### src/rtl/boot_loader_pkg.sv
// Shared types and constants for the flash boot loader.
// Optional checksum stage is enabled by defining BOOT_LOADER_CHECKSUM_EN.
package boot_loader_pkg;

    typedef enum logic [2:0] {
        CNT_LO,
        CNT_HI,
        DATA,
        WRITE,
        CHK,
        DONE,
        ERR
    } boot_state_t;

    localparam int BYTES_PER_WORD = 4;
    localparam int LANE_W         = 8;

endpackage

### src/rtl/boot_loader_word_packer.sv
// Byte-lane packer: assembles little-endian words one byte at a time.
// The first byte after a clear lands in bits [7:0].
module boot_word_packer
    import boot_loader_pkg::*;
#(
    parameter int WIDTH = 32
) (
    input  logic             clk,
    input  logic             rst,
    input  logic             load_i,
    input  logic             clear_i,
    input  logic [7:0]       byte_i,
    output logic [WIDTH-1:0] word_o,
    output logic             word_full_o
);

    logic [1:0]       idx_q;
    logic [WIDTH-1:0] word_q;

    // Write the incoming byte into the lane selected by the index, then advance.
    always_ff @(posedge clk) begin
        // NOTE: state registers use non-blocking assignments so every flop
        // samples the pre-edge values of its neighbours.
        if (rst || clear_i) begin
            idx_q  <= '0;
            word_q <= '0;
        end else if (load_i) begin
            word_q[{idx_q, 3'b000} +: LANE_W] <= byte_i;
            idx_q                             <= idx_q + 2'd1;
        end
    end

    // The next load completes the word.
    assign word_full_o = (idx_q == 2'(BYTES_PER_WORD - 1));
    assign word_o      = word_q;

endmodule

### src/rtl/boot_loader.sv
// Boot loader: receives "count_lo, count_hi, payload" over valid/ready, packs
// payload bytes into words, writes them to flash at consecutive addresses and
// releases the core reset once the image is loaded.
// Define BOOT_LOADER_CHECKSUM_EN to require a trailing XOR checksum byte.
module boot_loader
    import boot_loader_pkg::*;
#(
    parameter int               WIDTH     = 32,
    parameter logic [WIDTH-1:0] BASE_ADDR = '0,
    parameter int               MAX_WORDS = 512
) (
    input  logic             clk,
    input  logic             rst,
    input  logic [7:0]       rx_data,
    input  logic             rx_valid,
    output logic             rx_ready,
    output logic [WIDTH-1:0] flash_addr,
    output logic [WIDTH-1:0] flash_data,
    output logic             flash_en,
    output logic             core_rst,
    output logic             done,
    output logic             err
);

    localparam logic [15:0] MAX_N = 16'(MAX_WORDS);

    boot_state_t      state_q;
    logic [7:0]       cnt_lo_q;
    logic [15:0]      remaining_q;
    logic [WIDTH-1:0] flash_addr_q;
    logic             rx_ready_q;
    logic             flash_en_q;
    logic             core_rst_q;
    logic             done_q;
    logic             err_q;
`ifdef BOOT_LOADER_CHECKSUM_EN
    logic [7:0]       csum_q;
`endif

    logic        transfer;
    logic [15:0] count_n;
    logic        word_full;
    logic        pk_load;
    logic        pk_clear;

    assign transfer = rx_valid && rx_ready_q;
    assign count_n  = {rx_data, cnt_lo_q};
    assign pk_load  = transfer && (state_q == DATA);
    // Start every image with an empty lane index.
    assign pk_clear = transfer && (state_q == CNT_HI);

    boot_word_packer #(.WIDTH(WIDTH)) u_packer (
        .clk         (clk),
        .rst         (rst),
        .load_i      (pk_load),
        .clear_i     (pk_clear),
        .byte_i      (rx_data),
        .word_o      (flash_data),
        .word_full_o (word_full)
    );

    // Protocol FSM; outputs are registered and updated together with the state.
    always_ff @(posedge clk) begin
        if (rst) begin
            state_q      <= CNT_LO;
            cnt_lo_q     <= '0;
            remaining_q  <= '0;
            flash_addr_q <= BASE_ADDR;
            rx_ready_q   <= 1'b0;
            flash_en_q   <= 1'b0;
            core_rst_q   <= 1'b1;
            done_q       <= 1'b0;
            err_q        <= 1'b0;
`ifdef BOOT_LOADER_CHECKSUM_EN
            csum_q       <= '0;
`endif
        end else begin
            case (state_q)
                CNT_LO: begin
                    rx_ready_q <= 1'b1;
                    if (transfer) begin
                        cnt_lo_q <= rx_data;
                        state_q  <= CNT_HI;
                    end
                end
                CNT_HI: begin
                    if (transfer) begin
                        if (count_n > MAX_N) begin
                            state_q    <= ERR;
                            rx_ready_q <= 1'b0;
                            err_q      <= 1'b1;
                        end else if (count_n == 16'd0) begin
`ifdef BOOT_LOADER_CHECKSUM_EN
                            state_q    <= CHK;
`else
                            state_q    <= DONE;
                            rx_ready_q <= 1'b0;
                            core_rst_q <= 1'b0;
                            done_q     <= 1'b1;
`endif
                        end else begin
                            remaining_q <= count_n;
                            state_q     <= DATA;
                        end
                    end
                end
                DATA: begin
                    if (transfer) begin
`ifdef BOOT_LOADER_CHECKSUM_EN
                        csum_q <= csum_q ^ rx_data;
`endif
                        if (word_full) begin
                            state_q    <= WRITE;
                            rx_ready_q <= 1'b0;
                            flash_en_q <= 1'b1;
                        end
                    end
                end
                WRITE: begin
                    flash_en_q   <= 1'b0;
                    flash_addr_q <= flash_addr_q + WIDTH'(BYTES_PER_WORD);
                    remaining_q  <= remaining_q - 16'd1;
                    if (remaining_q == 16'd1) begin
`ifdef BOOT_LOADER_CHECKSUM_EN
                        state_q    <= CHK;
                        rx_ready_q <= 1'b1;
`else
                        state_q    <= DONE;
                        core_rst_q <= 1'b0;
                        done_q     <= 1'b1;
`endif
                    end else begin
                        state_q    <= DATA;
                        rx_ready_q <= 1'b1;
                    end
                end
`ifdef BOOT_LOADER_CHECKSUM_EN
                CHK: begin
                    if (transfer) begin
                        rx_ready_q <= 1'b0;
                        if (rx_data == csum_q) begin
                            state_q    <= DONE;
                            core_rst_q <= 1'b0;
                            done_q     <= 1'b1;
                        end else begin
                            state_q <= ERR;
                            err_q   <= 1'b1;
                        end
                    end
                end
`endif
                default: begin
                    // DONE and ERR hold until reset.
                end
            endcase
        end
    end

    assign rx_ready   = rx_ready_q;
    assign flash_addr = flash_addr_q;
    assign flash_en   = flash_en_q;
    assign core_rst   = core_rst_q;
    assign done       = done_q;
    assign err        = err_q;

endmodule

### config.mk
export PLATFORM = sky130hd
export DESIGN_NAME = boot_loader
export DESIGN_NICKNAME = d
export VERILOG_FILES = /design/src/rtl/boot_loader_pkg.sv /design/src/rtl/boot_loader_word_packer.sv /design/src/rtl/boot_loader.sv
export SDC_FILE = /design/constraint.sdc
export NUM_CORES = 1
export LEC_CHECK = 0
export CORE_UTILIZATION = 45
export DETAILED_ROUTE_END_ITERATION = 8
export HOLD_SLACK_MARGIN = 0.02
export PLACE_DENSITY_LB_ADDON = 0.25
export RECOVER_POWER = 50
export SLEW_MARGIN = 5
export SYNTH_ARGS = -nofsm -noshare
export SYNTH_HDL_FRONTEND = slang
export SYNTH_SLANG_ARGS = --single-unit
### constraint.sdc
create_clock -name clk -period 2.6 [get_ports clk]
set_input_delay 0.65 -clock clk [delete_from_list [all_inputs] [get_ports clk]]
set_output_delay 0.65 -clock clk [all_outputs]
set_load 0.01 [all_outputs]
---- Word-level counts from Yosys, hierarchy flattened ----
Index checks and enable logic that the tools add are counted.
cells by class
  add/sub/neg operators ................... 4
  $lt $le $gt $ge ......................... 1
  equality and inequality tests ........... 15
  shift-type cells ........................ 2
  mux-type cells .......................... 32
  reductions and logical operators ........ 16
operators with widths
  cell                      count
  $mux W16                  3
  $add A32 B3 Y32 const B   1
  $bwmux W32                1
  $pmux W16 S2              1
  $shift A8 B7 Y32 const A  1
  $shiftx A8 B7 Y32         1
  $mux W3                   7
  $eq A16 B1 Y1 const B     1
  $gt A16 B10 Y1 const B    1
  $logic_not A16 Y1         1
  $sub A16 B1 Y16 const B   1
  $mux W1                   15
  $ne A2 B2 Y1 const B      7
  $pmux W3 S4               1
  $reduce_and A5 Y1         2
  $neg A5 Y7                1
  $eq A3 B2 Y1 const B      2
  $pmux W1 S2               3
  $reduce_and A3 Y1         2
  $reduce_and A6 Y1         1
  $ne A2 B1 Y1 const B      2
  $pmux W1 S4               1
  $reduce_and A4 Y1         1
  $reduce_bool A2 Y1        2
  other kinds (9)           11
storage, ports and cells
  register bits ........................... 98
  input bits .............................. 11
  word-level logic and storage cells ...... 81

---- Longest topological paths before layout ----
Gate-level depths: netlist of the first run.
  depth after elaboration ................. 5
  gate-level depth with buffers ........... 7
  depth with buffers taken out ............ 7

---- Hierarchy ----
Synthesis of the first run repeated with hierarchy kept, for this count alone.
second synthesis, totals
  cells, all modules ...................... 523
  area, all modules ....................... 4474.3 µm²
modules (own cells, without submodules)
  module            instances  cells an instance  area each (µm²)  seq. area each (µm²)
  boot_loader       1          369                3090.5           1241.2
  boot_word_packer  1          154                1383.8           680.7

---- Worst setup path before layout of the first run ----
No wires, ideal clock.
  path kind ............................... input port to flip-flop
  start point ............................. input rx_data[5]
  end point ............................... register state_q[1]
  library setup time ...................... 120 ps
  arrival ................................. 2073 ps
  data required time ...................... 2480 ps
  path slack .............................. 407 ps
  stages .................................. 4
  buffers on the path ..................... 0
  cells stage by stage .................... or4_4 > or3_1 > o31a_1 > o31a_1
on the way
  cells in the longest elaborated chain, start to end .. 5
ends and longest elaborated chain
  what                                                                    line               source
  from (decl)                                                             boot_loader.sv:14  input logic [7:0] rx_data,
  parallel branches: the longest is 2 deep, another holds $gt A16 B10 Y1  --
  $mux W3 (*)                                                             boot_loader.sv:88  if (count_n > MAX_N) begin
  $mux W3 (*)                                                             boot_loader.sv:87  if (transfer) begin
  $pmux W3 S4 (*)                                                         boot_loader.sv:78  case (state_q)
  to (signal assigned)                                                    boot_loader.sv:83  state_q <= CNT_HI;
  to (signal assigned)                                                    boot_loader.sv:89  state_q <= ERR;
  to (signal assigned)                                                    boot_loader.sv:96  state_q <= DONE;
  to (decl)                                                               boot_loader.sv:27  boot_state_t state_q;
Mark *: on every way between the ends. The select of a mux whose other input is x is not followed.
A chain may end at the register's enable or synchronous reset.

---- Worst setup path in the final report of the first run ----
  start point ............................. input rx_data[5]
  end point ............................... register core_rst_q, in the netlist core_rst
on the way
  cells in the longest elaborated chain, start to end .. 3
ends and longest elaborated chain
  what                                                                  line                                  source
  $gt A16 B10 Y1 / $logic_not A16 Y1 (equally long branches)            boot_loader.sv:88, boot_loader.sv:92
  $ne A2 B2 Y1 (no source line) / $ne A2 B1 Y1 (equally long branches)  --
  $reduce_and A5 Y1 (no source line) (*)                                --
  to (signal assigned)                                                  boot_loader.sv:71                     core_rst_q <= 1'b1;
  to (signal assigned)                                                  boot_loader.sv:98                     core_rst_q <= 1'b0;
  to (signal assigned)                                                  boot_loader.sv:129                    core_rst_q <= 1'b0;
  to (decl)                                                             boot_loader.sv:33                     logic core_rst_q;
Mark *: on every way between the ends. The rest lies on a longest branch, timed or not.

==> results of run 1 <==
==> cells by family (layout without fill, tap and decap cells) <==
group / count (synthesis) / in the layout / synth area share, %
AO/OA/AOI/OAI: 100 / 100 / 14.0
multiplexers: 12 / 12 / 2.74
adder cells (fa/ha/maj): 9 / 9 / 2.56
XOR/XNOR: 29 / 29 / 5.79
other: 1 / 2 / 0.0854
buffers and inverters: 44 / 130 / 3.96
flip-flops: 96 / 96 / 43.8
AND/OR/NAND/NOR: 237 / 237 / 27.1
==> worst min path at each step <==
stage | depth (start not counted) | startpoint | end | slack, ps
2_1_floorplan | 1 | remaining_q[15]$_SDFFE_PP0P_ | remaining_q[15]$_SDFFE_PP0P_ | 440
3_3_place_gp | 2 | done$_SDFFE_PP0P_ | done$_SDFFE_PP0P_ | 440
3_5_place_dp | 2 | done$_SDFFE_PP0P_ | done$_SDFFE_PP0P_ | 440
4_1_cts | 2 | done$_SDFFE_PP0P_ | done$_SDFFE_PP0P_ | 450
5_1_grt | 2 | u_packer.word_o[12]$_SDFFE_PP0P_ | u_packer.word_o[12]$_SDFFE_PP0P_ | 480
6_report | 2 | done$_SDFFE_PP0P_ | done$_SDFFE_PP0P_ | 440
==> worst min-delay path, delay by kind of cell (launching register included) <==
| kind | cells | cell delay, ps |
|---|---|---|
| buf+inv | 1 | 40 |
| flops | 1 | 310 |
| compound gates | 1 | 50 |
==> metrics by stage <==
step / cell area, sq um / instances / power [mW]
floorplan: 4390 / 529 / 1.64
global placement: 5370 / 728 / 1.71
detailed placement: 5370 / 728 / 1.72
CTS: 5550 / 744 / 2.61
global route: 5540 / 744 / 2.70
finish: 5540 / 744 / 2.60
==> cell usage in the layout, fill, tap and decap left out, drive strengths merged, types with 16 or more instances in the layout <==
cell type | synthesis | routed
a21oi | 46 | 46
buf | 5 | 18
nor3 | 19 | 19
clkdlybuf4s50 | 0 | 30
dlygate4sd3 | 0 | 46
o21ai | 16 | 16
nor2 | 60 | 60
inv | 15 | 16
nand3 | 44 | 44
xnor2 | 22 | 22
nand2 | 52 | 52
dfxtp | 96 | 96
==> power groups by stage <==
| stage | combinational [mW] | sequential [mW] | clock [mW] |
|---|---|---|---|
| finish | 0.175 | 1.51 | 0.915 |
| global placement | 0.174 | 1.54 | 0 |
| CTS | 0.178 | 1.51 | 0.931 |
| detailed placement | 0.178 | 1.54 | 0 |
| floorplan | 0.109 | 1.53 | 0 |
| global route | 0.191 | 1.51 | 0.999 |
==> flip-flops by register name, summed over array words and instances (netlist names) <==
| name | cells |
|---|---|
| state_q | 3 |
| flash_en | 1 |
| done | 1 |
| remaining_q | 16 |
| rx_ready | 1 |
| u_packer.idx_q | 2 |
| cnt_lo_q | 8 |
| err | 1 |
| flash_addr | 30 |
| core_rst | 1 |
| u_packer.word_o | 32 |
==> layer usage <==
| metal | share of wire [%] | global-route usage, % |
|---|---|---|
| met4 | 2.3 | 9.48 |
| met5 | 0 | 0 |
| met1 | 47 | 30.9 |
| met3 | 4.6 | 3.33 |
| met2 | 46 | 36.6 |
==> area by class of cell <==
| type | instances | area, sq um | share of cell area [%] |
|---|---|---|---|
| multi-input cells | 389 | 2300 | 41.5 |
| clock inverters | 6 | 43.8 | 0.791 |
| inverters | 15 | 56.3 | 1.02 |
| repair buffers | 99 | 917 | 16.6 |
| flip-flops and latches | 96 | 1920 | 34.7 |
| clock buffers | 10 | 138 | 2.49 |
| well taps | 129 | 161 | 2.92 |
==> Yosys cell counts, drive strengths merged (9+ instances only) <==
cell / number
a21oi: 46
a22oi: 9
clkbuf: 24
dfxtp: 96
ha: 9
inv: 15
mux2i: 12
nand2: 52
nand3: 44
nand4: 9
nor2: 60
nor3: 19
nor4: 15
o21ai: 16
or3: 10
xnor2: 22
==> flow_metrics.env, run 1 <==
export IMPL_tns_ps=0
export IMPL_worstPathArrival_ps=2650
export IMPL_die_area_sq_um=10200
export IMPL_place_gp_congestion=0.816
export IMPL_cts_resized=0
export IMPL_hpwl_mm=7.95
export IMPL_comb_power_share_pct=6.7
export IMPL_n_fill_cell=862
export IMPL_cts_tree="yes"
export IMPL_reg2reg_slack_ps=520
export IMPL_pwr_density_cell_nw_per_um2=469
export IMPL_yosysTopAreaCell="dfxtp_1"
export IMPL_crit_buf_inv=1
export IMPL_post_route_min_period_ps=2390
export IMPL_core_area_sq_um=9330
export IMPL_cts_hold_fix_buffers=0
export IMPL_rsz0062_at_grt="false"
export IMPL_synth_seq_area_share_pct=43.8
export IMPL_ys_ff_latch=96
export IMPL_peakVddDrop_mv=0.287
export IMPL_p_clk_share_pct=35.3
export IMPL_grt_total_usage_pct=22.8
export IMPL_antenna_found_initial=0
export IMPL_hold_viol=0
export IMPL_clkTransAtPathRegs_ps=90
export IMPL_synth_edf_count=0
export IMPL_drc=0
export IMPL_cts_sinks=96
export IMPL_clock_latency_ps=360
export IMPL_switchingPower_mw=0.668
export IMPL_grt_pass1_vias=3747
export IMPL_cp_start_kind="primary input"
export IMPL_fp_dieW_um=101
export IMPL_swShare_pct=25.7
export IMPL_num_nets_final=630
export IMPL_synth_area_per_cell_sq_um=8.32
export IMPL_synth_cell_types=51
export IMPL_htreeDepth=3
export IMPL_routed_wl_mm=11.2
export IMPL_yosysWarnings=0
export IMPL_viasPerCell=5.49
export IMPL_crit_slowest_cell="or4_4"
export IMPL_num_rows=35
export IMPL_final_util_pct=59.4
export IMPL_io_pins=80
export IMPL_synth_flop_cell="dfxtp_1"
export IMPL_end_kind="flop"
export IMPL_cts_buffers=9
export IMPL_outcome="completed"
export IMPL_required_ps=2860
export IMPL_worst_slack_ps=208
export IMPL_diodes=0
export IMPL_firstDrtPassIters=6
export IMPL_drive_gt1_share_pct=6.99
export IMPL_internal_power_mw=1.93
export IMPL_syn_inst=528
export IMPL_crit_start="rx_data[5]"
export IMPL_preCtsSetupSlack_ps=-131
export IMPL_crit_end="core_rst$_SDFFE_PP1P_"
export IMPL_slew_viol_final=0
export IMPL_finalCritPeriodShare_pct=92.0
export IMPL_cts_root_buf="clkbuf_8"
export IMPL_async_flop_share_pct=0
export IMPL_ant_nets=0
export IMPL_cts_path_max_buffers=2
export IMPL_synth_area_top_cells="dfxtp_1, a21oi_1, nor2_1, nand3_1, nand2_1"
export IMPL_drv_cap=0
export IMPL_max_stage_delay_ps=560
export IMPL_ff2ff_path_depth=5
export IMPL_num_vias=4085
export IMPL_crit_family="simple AND/OR/NAND/NOR gates"
export IMPL_path_cells="clkdlybuf4s50_1 -> or4_4 -> or3_1 -> nor4_1 -> o211ai_1 -> a21o_1"
export IMPL_grt_ovfl_total=0
export IMPL_finalClockSkew_ps=11.3
export IMPL_path_class="primary input to flop"
export IMPL_syn_area_sq_um=4390
export IMPL_reg2reg_to="flash_addr[31]$_SDFFE_PP0N_"
export IMPL_start_util_pct=47.1
export IMPL_worstMarginPinSlew_ps=696
export IMPL_max_clock_freq_mhz=418
export IMPL_leakage_nw=2.12
export IMPL_wl_per_cell_um=15.0
export IMPL_syn_to_final_growth_pct=26.1
export IMPL_worstReg2RegStart="flash_addr[7]$_SDFFE_PP0N_"
export IMPL_maxSlewHeadroom_pct=53.6
export IMPL_grt_pass1_wl_mm=18.3
export IMPL_holdCritPathClass="flop to flop"
export IMPL_seqPwrFrac_pct=58.0
export IMPL_portBuffers=77
export IMPL_path_max_fanout=3
export IMPL_setup_violations=0
export IMPL_grt_start_max_net_pins=35
export IMPL_cts_setup_buffers=0
export IMPL_synth_top_cell_area_share_pct=43.8
export IMPL_drt_iter0_markers=315
export IMPL_crit_cells=6
export IMPL_die_y_um=101
export IMPL_whs_ps=443
No activity file was read; power rests on OpenSTA's default activity.
==> inputs of run 2 (changes only) <==
--- a/config.mk
+++ b/config.mk
@@ -5,7 +5,9 @@
 export SDC_FILE = /design/constraint.sdc
 export NUM_CORES = 1
 export LEC_CHECK = 0
-export CORE_UTILIZATION = 45
+export CELL_PAD_IN_SITES_DETAIL_PLACEMENT = 1
+export CELL_PAD_IN_SITES_GLOBAL_PLACEMENT = 1
+export CORE_UTILIZATION = 39
 export DETAILED_ROUTE_END_ITERATION = 8
 export HOLD_SLACK_MARGIN = 0.02
 export PLACE_DENSITY_LB_ADDON = 0.25
==> constraint.sdc (replaced) <==
create_clock -name clk -period 2.6 [get_ports clk]
set_input_delay 0.65 -clock clk [delete_from_list [all_inputs] [get_ports clk]]
set_output_delay 0.65 -clock clk [all_outputs]
set_load 0.02 [all_outputs]
==> run 2 against run 1 <==
  * First-iteration DRC count down 39%
  * Critical path type unchanged
  * Final area up 1.1%
  * Critical endpoint is now remaining_q[7]$_SDFFE_PP0P_
  * Fmax up 1.4%
  * Clock-buffer cell count unchanged
==> flow_metrics.env, run 2 (synthesized netlist as in run 1, its figures left out) <==
export IMPL_drt_iter0_markers=192
export IMPL_grt_ovfl_total=0
export IMPL_ff2ff_path_depth=5
export IMPL_crit_family="simple AND/OR/NAND/NOR gates"
export IMPL_routed_wl_mm=12.8
export IMPL_finalCritPeriodShare_pct=90.8
export IMPL_worstReg2RegStart="flash_addr[7]$_SDFFE_PP0N_"
export IMPL_antenna_found_initial=0
export IMPL_final_area_sq_um=5600
export IMPL_die_y_um=108
export IMPL_crit_slowest_cell="or4_4"
export IMPL_holdPathStages=2
export IMPL_firstDrtPassIters=4
export IMPL_die_area_sq_um=11700
export IMPL_grt_pass1_vias=4291
export IMPL_io_pins=80
export IMPL_reg2reg_slack_ps=410
export IMPL_drive_gt1_share_pct=7.31
export IMPL_worstMarginPinSlew_ps=676
export IMPL_cts_path_max_buffers=2
export IMPL_cts_sinks=96
export IMPL_slew_viol_final=0
export IMPL_hpwl_mm=9.17
export IMPL_post_route_min_period_ps=2360
export IMPL_max_clock_freq_mhz=424
export IMPL_end_kind="flop"
export IMPL_diodes=0
export IMPL_stdcell_count=756
export IMPL_crit_buf_inv=1
export IMPL_fp_dieW_um=108
export IMPL_clock_latency_ps=380
export IMPL_leakage_nw=2.12
export IMPL_dp_cells=740
export IMPL_crit_end="remaining_q[7]$_SDFFE_PP0P_"
export IMPL_path_max_fanout=9
export IMPL_cts_setup_buffers=0
export IMPL_reg2reg_to="flash_addr[31]$_SDFFE_PP0N_"
export IMPL_finalClockSkew_ps=8.47
export IMPL_cts_root_buf="clkbuf_8"
export IMPL_cp_start_kind="primary input"
export IMPL_ant_nets=0
export IMPL_required_ps=2850
export IMPL_place_gp_congestion=0.824
export IMPL_cts_tree="yes"
export IMPL_crit_cells=6
export IMPL_crit_start="rx_data[2]"
export IMPL_syn_to_final_growth_pct=27.5
export IMPL_peakVddDrop_mv=0.357
export IMPL_path_class="primary input to flop"
export IMPL_largest_reg_flops=32
export IMPL_num_vias=4192
export IMPL_grt_total_usage_pct=23.5
export IMPL_drc=0
export IMPL_outcome="completed"
export IMPL_wl_per_cell_um=17.0
export IMPL_cts_buffers=9
export IMPL_n_fill_cell=1310
export IMPL_num_nets_final=631
export IMPL_num_rows=38
export IMPL_pwr_density_cell_nw_per_um2=487
export IMPL_clkTransAtPathRegs_ps=90
export IMPL_hold_viol=0
export IMPL_grt_pass1_wl_mm=21.4
export IMPL_path_cells="clkdlybuf4s50_1 -> or4_4 -> nor4_1 -> a31oi_2 -> o21ai_0 -> a21oi_1"
export IMPL_max_stage_delay_ps=550
export IMPL_htreeDepth=3
export IMPL_cts_hold_fix_buffers=0
export IMPL_maxSlewHeadroom_pct=54.8
export IMPL_core_area_sq_um=10900
export IMPL_dpl_cell_area_sq_um=5410
export IMPL_drv_cap=0
export IMPL_grt_start_max_net_pins=35
export IMPL_total_power_mw=2.72
export IMPL_holdCritPathClass="primary input to flop"
export IMPL_final_cell_mix="dfxtp_1, nor2_1, nand2_1"
export IMPL_portBuffers=77
export IMPL_cts_resized=0
export IMPL_mostFrequentLayoutCell="dfxtp_1"
export IMPL_setup_violations=0
export IMPL_viasPerCell=5.54
export IMPL_rsz0062_at_grt="false"
export IMPL_start_util_pct=40.3
export IMPL_worstPathArrival_ps=2610
## run 2: per-stage QoR
stage               setup TNS, ps  worst slack, ps  util (%)  hold WS [ps]
global placement             -945             -171      49.7           442
floorplan                       0              407         -           438
global route                    0              131      51.4           444
detailed placement          -1740             -190      49.7           447
finish                          0              240      51.4           450
CTS                             0              215      51.5           437
## run 2: layout make-up
cell class,count,area [sq um],share of cell area [%]
multi-input cells,389,2300,41.0
clock inverters,6,67.6,1.21
inverters,15,56.3,1.01
well taps,140,175,3.13
flip-flops and latches,96,1920,34.3
clock buffers,10,138,2.46
repair buffers,100,943,16.9
## run 2: power by group
group | switching (mW) | leakage (nW) | internal (mW)
logic | 0.120 | 1.24 | 0.0716
registers | 0.0205 | 0.774 | 1.48
clock network | 0.553 | 0.0989 | 0.474
total | 0.693 | 2.12 | 2.03
## run 2: how the worst min path moves through the flow
stage / start / end / slack (ps)
global route: rst / err$_SDFFE_PP0P_ / 440
floorplan: remaining_q[15]$_SDFFE_PP0P_ / remaining_q[15]$_SDFFE_PP0P_ / 440
detailed placement: u_packer.word_o[16]$_SDFFE_PP0P_ / u_packer.word_o[16]$_SDFFE_PP0P_ / 450
global placement: u_packer.word_o[12]$_SDFFE_PP0P_ / u_packer.word_o[12]$_SDFFE_PP0P_ / 440
CTS: rst / err$_SDFFE_PP0P_ / 440
finish: rst / err$_SDFFE_PP0P_ / 450
## run 2: metal layers
layer / wire length [um] / track usage [%]
met1: 5790 / 28.8
met2: 6490 / 40.4
met3: 406 / 5.36
met4: 164 / 7.53
met5: 0 / 0
## run 2: worst register-to-register path, delay by kind of cell (launching register included)
kind	cells	cell delay [ps]
xor gates and xnor gates	1	180
DFF	1	440
and+or+nand+nor	4	1450
